**config.mk**
```make
export PLATFORM = sky130hd
export DESIGN_NAME = inst_prefetch_unit
export DESIGN_NICKNAME = d
export VERILOG_FILES = /design/src/rtl/inst_prefetch_unit.sv
export SDC_FILE = /design/constraint.sdc
export NUM_CORES = 1
export LEC_CHECK = 0
export ABC_AREA = 1
export CAP_MARGIN = 20
export CORE_MARGIN = 2
export CORE_UTILIZATION = 50
export CTS_BUF_LIST = sky130_fd_sc_hd__clkbuf_4 sky130_fd_sc_hd__clkbuf_8
export CTS_CLUSTER_SIZE = 16
export DETAILED_ROUTE_END_ITERATION = 8
export PLACE_DENSITY_LB_ADDON = 0.1
export SLEW_MARGIN = 20
export SYNTH_ARGS = -nofsm -noshare
export SYNTH_HDL_FRONTEND = slang
export SYNTH_SLANG_ARGS = --single-unit
```
**constraint.sdc**
```tcl
create_clock -name Clk -period 15.1 [get_ports Clk]
set_input_delay 1.51 -clock Clk [delete_from_list [all_inputs] [get_ports Clk]]
set_output_delay 1.51 -clock Clk [all_outputs]
set_load 0.01 [all_outputs]
```
**src/rtl/inst_prefetch_unit.sv**
```systemverilog
`default_nettype none
// ============================================================================
// Module   : inst_prefetch_unit
// Purpose  : Instruction fetch stage. Owns the fetch PC, issues word reads to
//            instruction memory over a variable-latency req/ack handshake and
//            queues returned words with their PCs for the decode stage.
// Ports    : Clk, Rst (async, active-high)
//            Redirect/Target  - load new fetch address, flush the queue
//            Consume          - decode pops the head entry
//            Imem_req/addr    - registered read request to memory
//            Imem_ack/rdata   - memory response for the pending request
//            Valid/Inst/InstPC- head of the prefetch queue (0 when empty)
// Revision : 1.0 - initial release
// ============================================================================
module inst_prefetch_unit #(
  parameter logic [31:0] RESET_PC = 32'h0000_0000,
  parameter int          DEPTH    = 2
) (
  input  logic        Clk,
  input  logic        Rst,
  input  logic        Redirect,
  input  logic [31:0] Target,
  input  logic        Consume,
  input  logic        Imem_ack,
  input  logic [31:0] Imem_rdata,
  output logic        Imem_req,
  output logic [31:0] Imem_addr,
  output logic        Valid,
  output logic [31:0] Inst,
  output logic [31:0] InstPC
);

  localparam int PTR_W = (DEPTH > 1) ? $clog2(DEPTH) : 1;
  localparam int CNT_W = PTR_W + 1;
  localparam logic [CNT_W-1:0] C_DEPTH = CNT_W'(DEPTH);

  typedef enum logic [1:0] {
    IDLE = 2'd0,   // no request outstanding
    REQ  = 2'd1,   // request outstanding, returned word is kept
    DROP = 2'd2    // request outstanding, returned word is discarded
  } state_t;

  state_t             state_q,    state_d;
  logic [31:0]        fetch_pc_q, fetch_pc_d;
  logic               req_q,      req_d;
  logic [31:0]        addr_q,     addr_d;
  logic [CNT_W-1:0]   count_q,    count_d;
  logic [PTR_W-1:0]   rd_ptr_q,   rd_ptr_d;
  logic [PTR_W-1:0]   wr_ptr_q,   wr_ptr_d;
  logic [31:0]        buf_inst_q [DEPTH];
  logic [31:0]        buf_inst_d [DEPTH];
  logic [31:0]        buf_pc_q   [DEPTH];
  logic [31:0]        buf_pc_d   [DEPTH];

  logic               push;
  logic               pop;
  logic [31:0]        target_aligned;
  logic [31:0]        pc_plus4;

  assign target_aligned = Target & ~32'd3;
  assign pc_plus4       = fetch_pc_q + 32'd4;   // wraps modulo 2^32

  // Redirect flushes the queue, so neither a push nor a pop may land that cycle.
  assign pop  = Consume & Valid & ~Redirect;
  assign push = (state_q == REQ) & Imem_ack & ~Redirect;

  // Queue bookkeeping
  always_comb begin
    count_d    = count_q;
    rd_ptr_d   = rd_ptr_q;
    wr_ptr_d   = wr_ptr_q;
    buf_inst_d = buf_inst_q;
    buf_pc_d   = buf_pc_q;
    if (Redirect) begin
      count_d  = '0;
      rd_ptr_d = '0;
      wr_ptr_d = '0;
    end else begin
      count_d = count_q + CNT_W'(push) - CNT_W'(pop);
      if (pop) begin
        rd_ptr_d = rd_ptr_q + PTR_W'(1);
      end
      if (push) begin
        buf_inst_d[wr_ptr_q] = Imem_rdata;
        buf_pc_d[wr_ptr_q]   = addr_q;
        wr_ptr_d             = wr_ptr_q + PTR_W'(1);
      end
    end
  end

  // Fetch FSM. Requests are only issued when the post-update occupancy leaves
  // room, and occupancy cannot grow while a request is pending, so every
  // returned word always has a free slot.
  always_comb begin
    state_d    = state_q;
    fetch_pc_d = fetch_pc_q;
    req_d      = req_q;
    addr_d     = addr_q;
    case (state_q)
      IDLE: begin
        if (Redirect) begin
          fetch_pc_d = target_aligned;
        end else if (count_d < C_DEPTH) begin
          req_d   = 1'b1;
          addr_d  = fetch_pc_q;
          state_d = REQ;
        end
      end
      REQ: begin
        if (Redirect) begin
          fetch_pc_d = target_aligned;
          if (Imem_ack) begin
            req_d   = 1'b0;
            state_d = IDLE;
          end else begin
            state_d = DROP;   // request must stay up until acknowledged
          end
        end else if (Imem_ack) begin
          fetch_pc_d = pc_plus4;
          if (count_d < C_DEPTH) begin
            addr_d = pc_plus4;
          end else begin
            req_d   = 1'b0;
            state_d = IDLE;
          end
        end
      end
      DROP: begin
        if (Redirect) begin
          fetch_pc_d = target_aligned;
        end
        if (Imem_ack) begin
          req_d   = 1'b0;
          state_d = IDLE;
        end
      end
      default: begin
        req_d   = 1'b0;
        state_d = IDLE;
      end
    endcase
  end

  always_ff @(posedge Clk or posedge Rst) begin
    if (Rst) begin
      state_q    <= IDLE;
      fetch_pc_q <= RESET_PC;
      req_q      <= 1'b0;
      addr_q     <= 32'd0;
      count_q    <= '0;
      rd_ptr_q   <= '0;
      wr_ptr_q   <= '0;
      for (int i = 0; i < DEPTH; i++) begin
        buf_inst_q[i] <= 32'd0;
        buf_pc_q[i]   <= 32'd0;
      end
    end else begin
      state_q    <= state_d;
      fetch_pc_q <= fetch_pc_d;
      req_q      <= req_d;
      addr_q     <= addr_d;
      count_q    <= count_d;
      rd_ptr_q   <= rd_ptr_d;
      wr_ptr_q   <= wr_ptr_d;
      buf_inst_q <= buf_inst_d;
      buf_pc_q   <= buf_pc_d;
    end
  end

  assign Imem_req  = req_q;
  assign Imem_addr = addr_q;
  assign Valid     = (count_q != '0);
  assign Inst      = Valid ? buf_inst_q[rd_ptr_q] : 32'd0;
  assign InstPC    = Valid ? buf_pc_q[rd_ptr_q]   : 32'd0;

endmodule
`default_nettype wire

```
==> flow_metrics.py <==
metrics = {
    "synthesis": {
        "synth_cells": 1300,
        "synthDistinctLibCells": 33,
        "synth_top_family_by_area": "simple AND/OR/NAND/NOR gates",
        "synth_seq_cells": 191,
        "seq_area_frac_synth_pct": 49.8,
        "synthAdderAreaFrac_pct": 0.391,
        "synth-simple-area-share_pct": 24.2,
        "synth.avg_cell_area_sq_um": 7.38,
        "synthXorXnorAreaFrac_pct": 0.547,
        "yosysWarningCount": 0,
        "synthMuxAreaShare_pct": 0,
        "synth_compound_area_share_pct": 15.8,
        "synthesis.area_sq_um": 9600,
    },
    "power": {
        "power_mw": 2.16,
        "peakVddDrop_mv": 0.0846,
        "leakagePower_nw": 5.52,
        "power_density_nw_per_um2": 184,
    },
    "global_route": {
        "globalRouteOverflowTotal": 0,
        "grt_pass1_wl_microns": 39300,
        "grt_max_degree": 111,
        "grt_pass1_vias": 7893,
        "grt_antenna_before_repair": 0,
        "grt_usage_pct": 24.2,
    },
    "die": {
        "start_util_pct": 51.2,
        "placeableCoreArea_sq_um": 18800,
        "die_x_microns": 143,
        "floorplan.die_area_sq_um": 20300,
        "rows": 50,
        "ioPinCount": 167,
        "die_height_microns": 143,
    },
    "placed_design": {
        "port_buffers": 160,
        "dp_hpwl_microns": 15500,
        "place_area_sq_um": 11300,
        "gp_congestion": 0.829,
        "dp.cells": 1634,
    },
    "sta": {
        "fin_crit_sh_pct": 31.0,
        "max_freq_mhz": 214,
        "worst_pin_slew_ns": 0.978,
        "tns_ns": 0,
        "final_max_slew_viol_count": 0,
        "clock_skew_ns": 0.0146,
        "rsz0062_at_grt": "no",
        "setup_viol_count_final": 0,
        "hold_viol": 0,
        "maxSlewHeadroom_pct": 34.7,
        "period_minus_slack_ns": 4.68,
    },
    "hold_path": {
        "min_path_type": "flop to flop",
        "min_to": "buf_inst_q[60]",
        "hold_depth": 2,
        "hp-start": "buf_inst_q[60]",
    },
    "route": {
        "vias": 8431,
        "vias_per_cell": 5.06,
        "antenna_left": 0,
        "wl_per_cell_microns": 14.3,
        "drt_iter0_drc": 546,
        "post-route-drc-count": 0,
        "first_pass_iters": 5,
        "wirelength_microns": 23800,
    },
    "clock_tree": {
        "cts_hold_buf": 0,
        "clockBufferDepth": 2,
        "clock-sinks": 191,
        "cts_resized": 0,
        "h-tree-depth": 4,
        "cts_tree": "yes",
        "clk_pin_slew_ns": 0.10,
        "insertion_delay_ns": 0.47,
        "clockRootBuffer": "clkbuf_8",
        "numCtsBuffers": 17,
        "post_cts_buffers": 0,
    },
    "worst_setup_path": {
        "reg2reg_slack_ns": 11.06,
        "crit_path_end_kind": "output port",
        "reg2reg_to": "Imem_addr[2]",
        "criticalPathCategory": "flop to output port",
        "cp_max_fo": 37,
        "cp.required_ns": 13.59,
        "start_kind": "flop",
        "reg2reg_depth": 15,
        "reg2reg_from": "count_q[1]",
        "crit_arrival_ns": 3.17,
    },
    "layout": {
        "regArea_sq_um": 4780,
        "n_antenna_cell": 0,
        "num-nets-final": 1492,
        "final_area_sq_um": 11700,
        "layout_commonest_cell": "nand2_1",
        "fillers": 1764,
        "instances_no_fill": 1667,
        "drive_above_1_share_pct": 3.84,
        "final_util_pct": 62.5,
        "final_cell_mix": "nand2_1 (392), dfrtp_1 (190), clkdlybuf4s50_1 (160)",
        "multi_input_area_sq_um": 3970,
        "syn_to_final_growth_pct": 22.1,
    },
    "status": {
        "status": "complete, no violations",
    },
    "run": {
        "max_cap_violations": 0,
    },
}
area by class of cell:
class                      count  share of cell area [%]
timing repair buffer         170                    14.5
multi-input combinational    898                    33.9
inverter                     142                    4.63
sequential                   191                    40.8
tap                          234                    2.50
clock inverter                13                    1.49
clock buffer                  19                    2.23
synthesized netlist by cell type (all sizes together):
library cell / count / area, sq um
a22oi: 1 / 7.51
conb: 1 / 3.75
nand3b: 1 / 7.51
clkbuf: 42 / 158
or2: 1 / 6.26
xor2: 5 / 43.8
nor2: 141 / 546
nand3: 52 / 260
dfrtp: 191 / 4780
xnor2: 1 / 8.76
nand2: 392 / 1470
inv: 141 / 532
o31ai: 1 / 7.51
o2bb2ai: 1 / 8.76
buf: 30 / 194
a21boi: 9 / 67.6
nor3: 3 / 20.0
clkinv: 1 / 3.75
o22ai: 5 / 31.3
ha: 3 / 37.5
a21oi: 135 / 676
o21ai: 140 / 712
a31oi: 1 / 6.26
and2: 2 / 12.5
power breakdown:
part	total, mW	switching [mW]	leakage, nW	internal, mW
Clock	0.367	0.191	0.207	0.176
Sequential	0.910	0.158	2.31	0.752
Combinational	0.885	0.520	3.00	0.365
Total	2.16	0.869	5.52	1.29
metrics by stage:
step	setup WS, ns	hold WS, ns
after CTS	10.34	0.488
after detailed placement	10.04	0.462
after global placement	10.03	0.459
after floorplan	8.39	0.448
final	10.42	0.487
after global routing	10.08	0.510
worst max-delay path, stage by stage, from the launching register on:
cell	delay [ns]
dfrtp_1	0.44
nor2_4	0.78
inv_1	0.66
o21ai_0	0.22
a21oi_1	0.06
clkdlybuf4s50_1	0.55
worst max path at each step:
stage	startpoint	to	slack (ns)	cells past startpoint
floorplan	Rst	Imem_addr[10]	8.39	1
global placement	Redirect	Imem_addr[2]	10.03	16
detailed placement	Redirect	Imem_addr[2]	10.04	16
CTS	count_q[1]	Inst[27]	10.34	5
global route	Redirect	Imem_addr[2]	10.08	16
finish	count_q[1]	InstPC[31]	10.42	5
registers in the layout (all words and copies together) (netlist names):
name / cells
buf_inst_q: 64
buf_pc_q: 60
Imem_addr: 30
fetch_pc_q: 30
count_q: 2
state_q: 2
Imem_req: 1
rd_ptr_q: 1
wr_ptr_q: 1
layer usage:
metal  vias up  GRT usage [%]  routed length, microns
met5         -              0                       0
li1       4333              -                       -
met2       227           36.9                   10800
met1      3841           36.0                   11200
met4         0           6.67                     410
met3        30           4.00                    1340
kinds of logic after synthesis:
group,Yosys count
other,1
XOR/XNOR,6
adder cells (fa/ha/maj),3
flip-flops,191
AO/OA/AOI/OAI,293
AND/OR/NAND/NOR,592
buffers and inverters,214
Power figures use the tool's default switching activity.
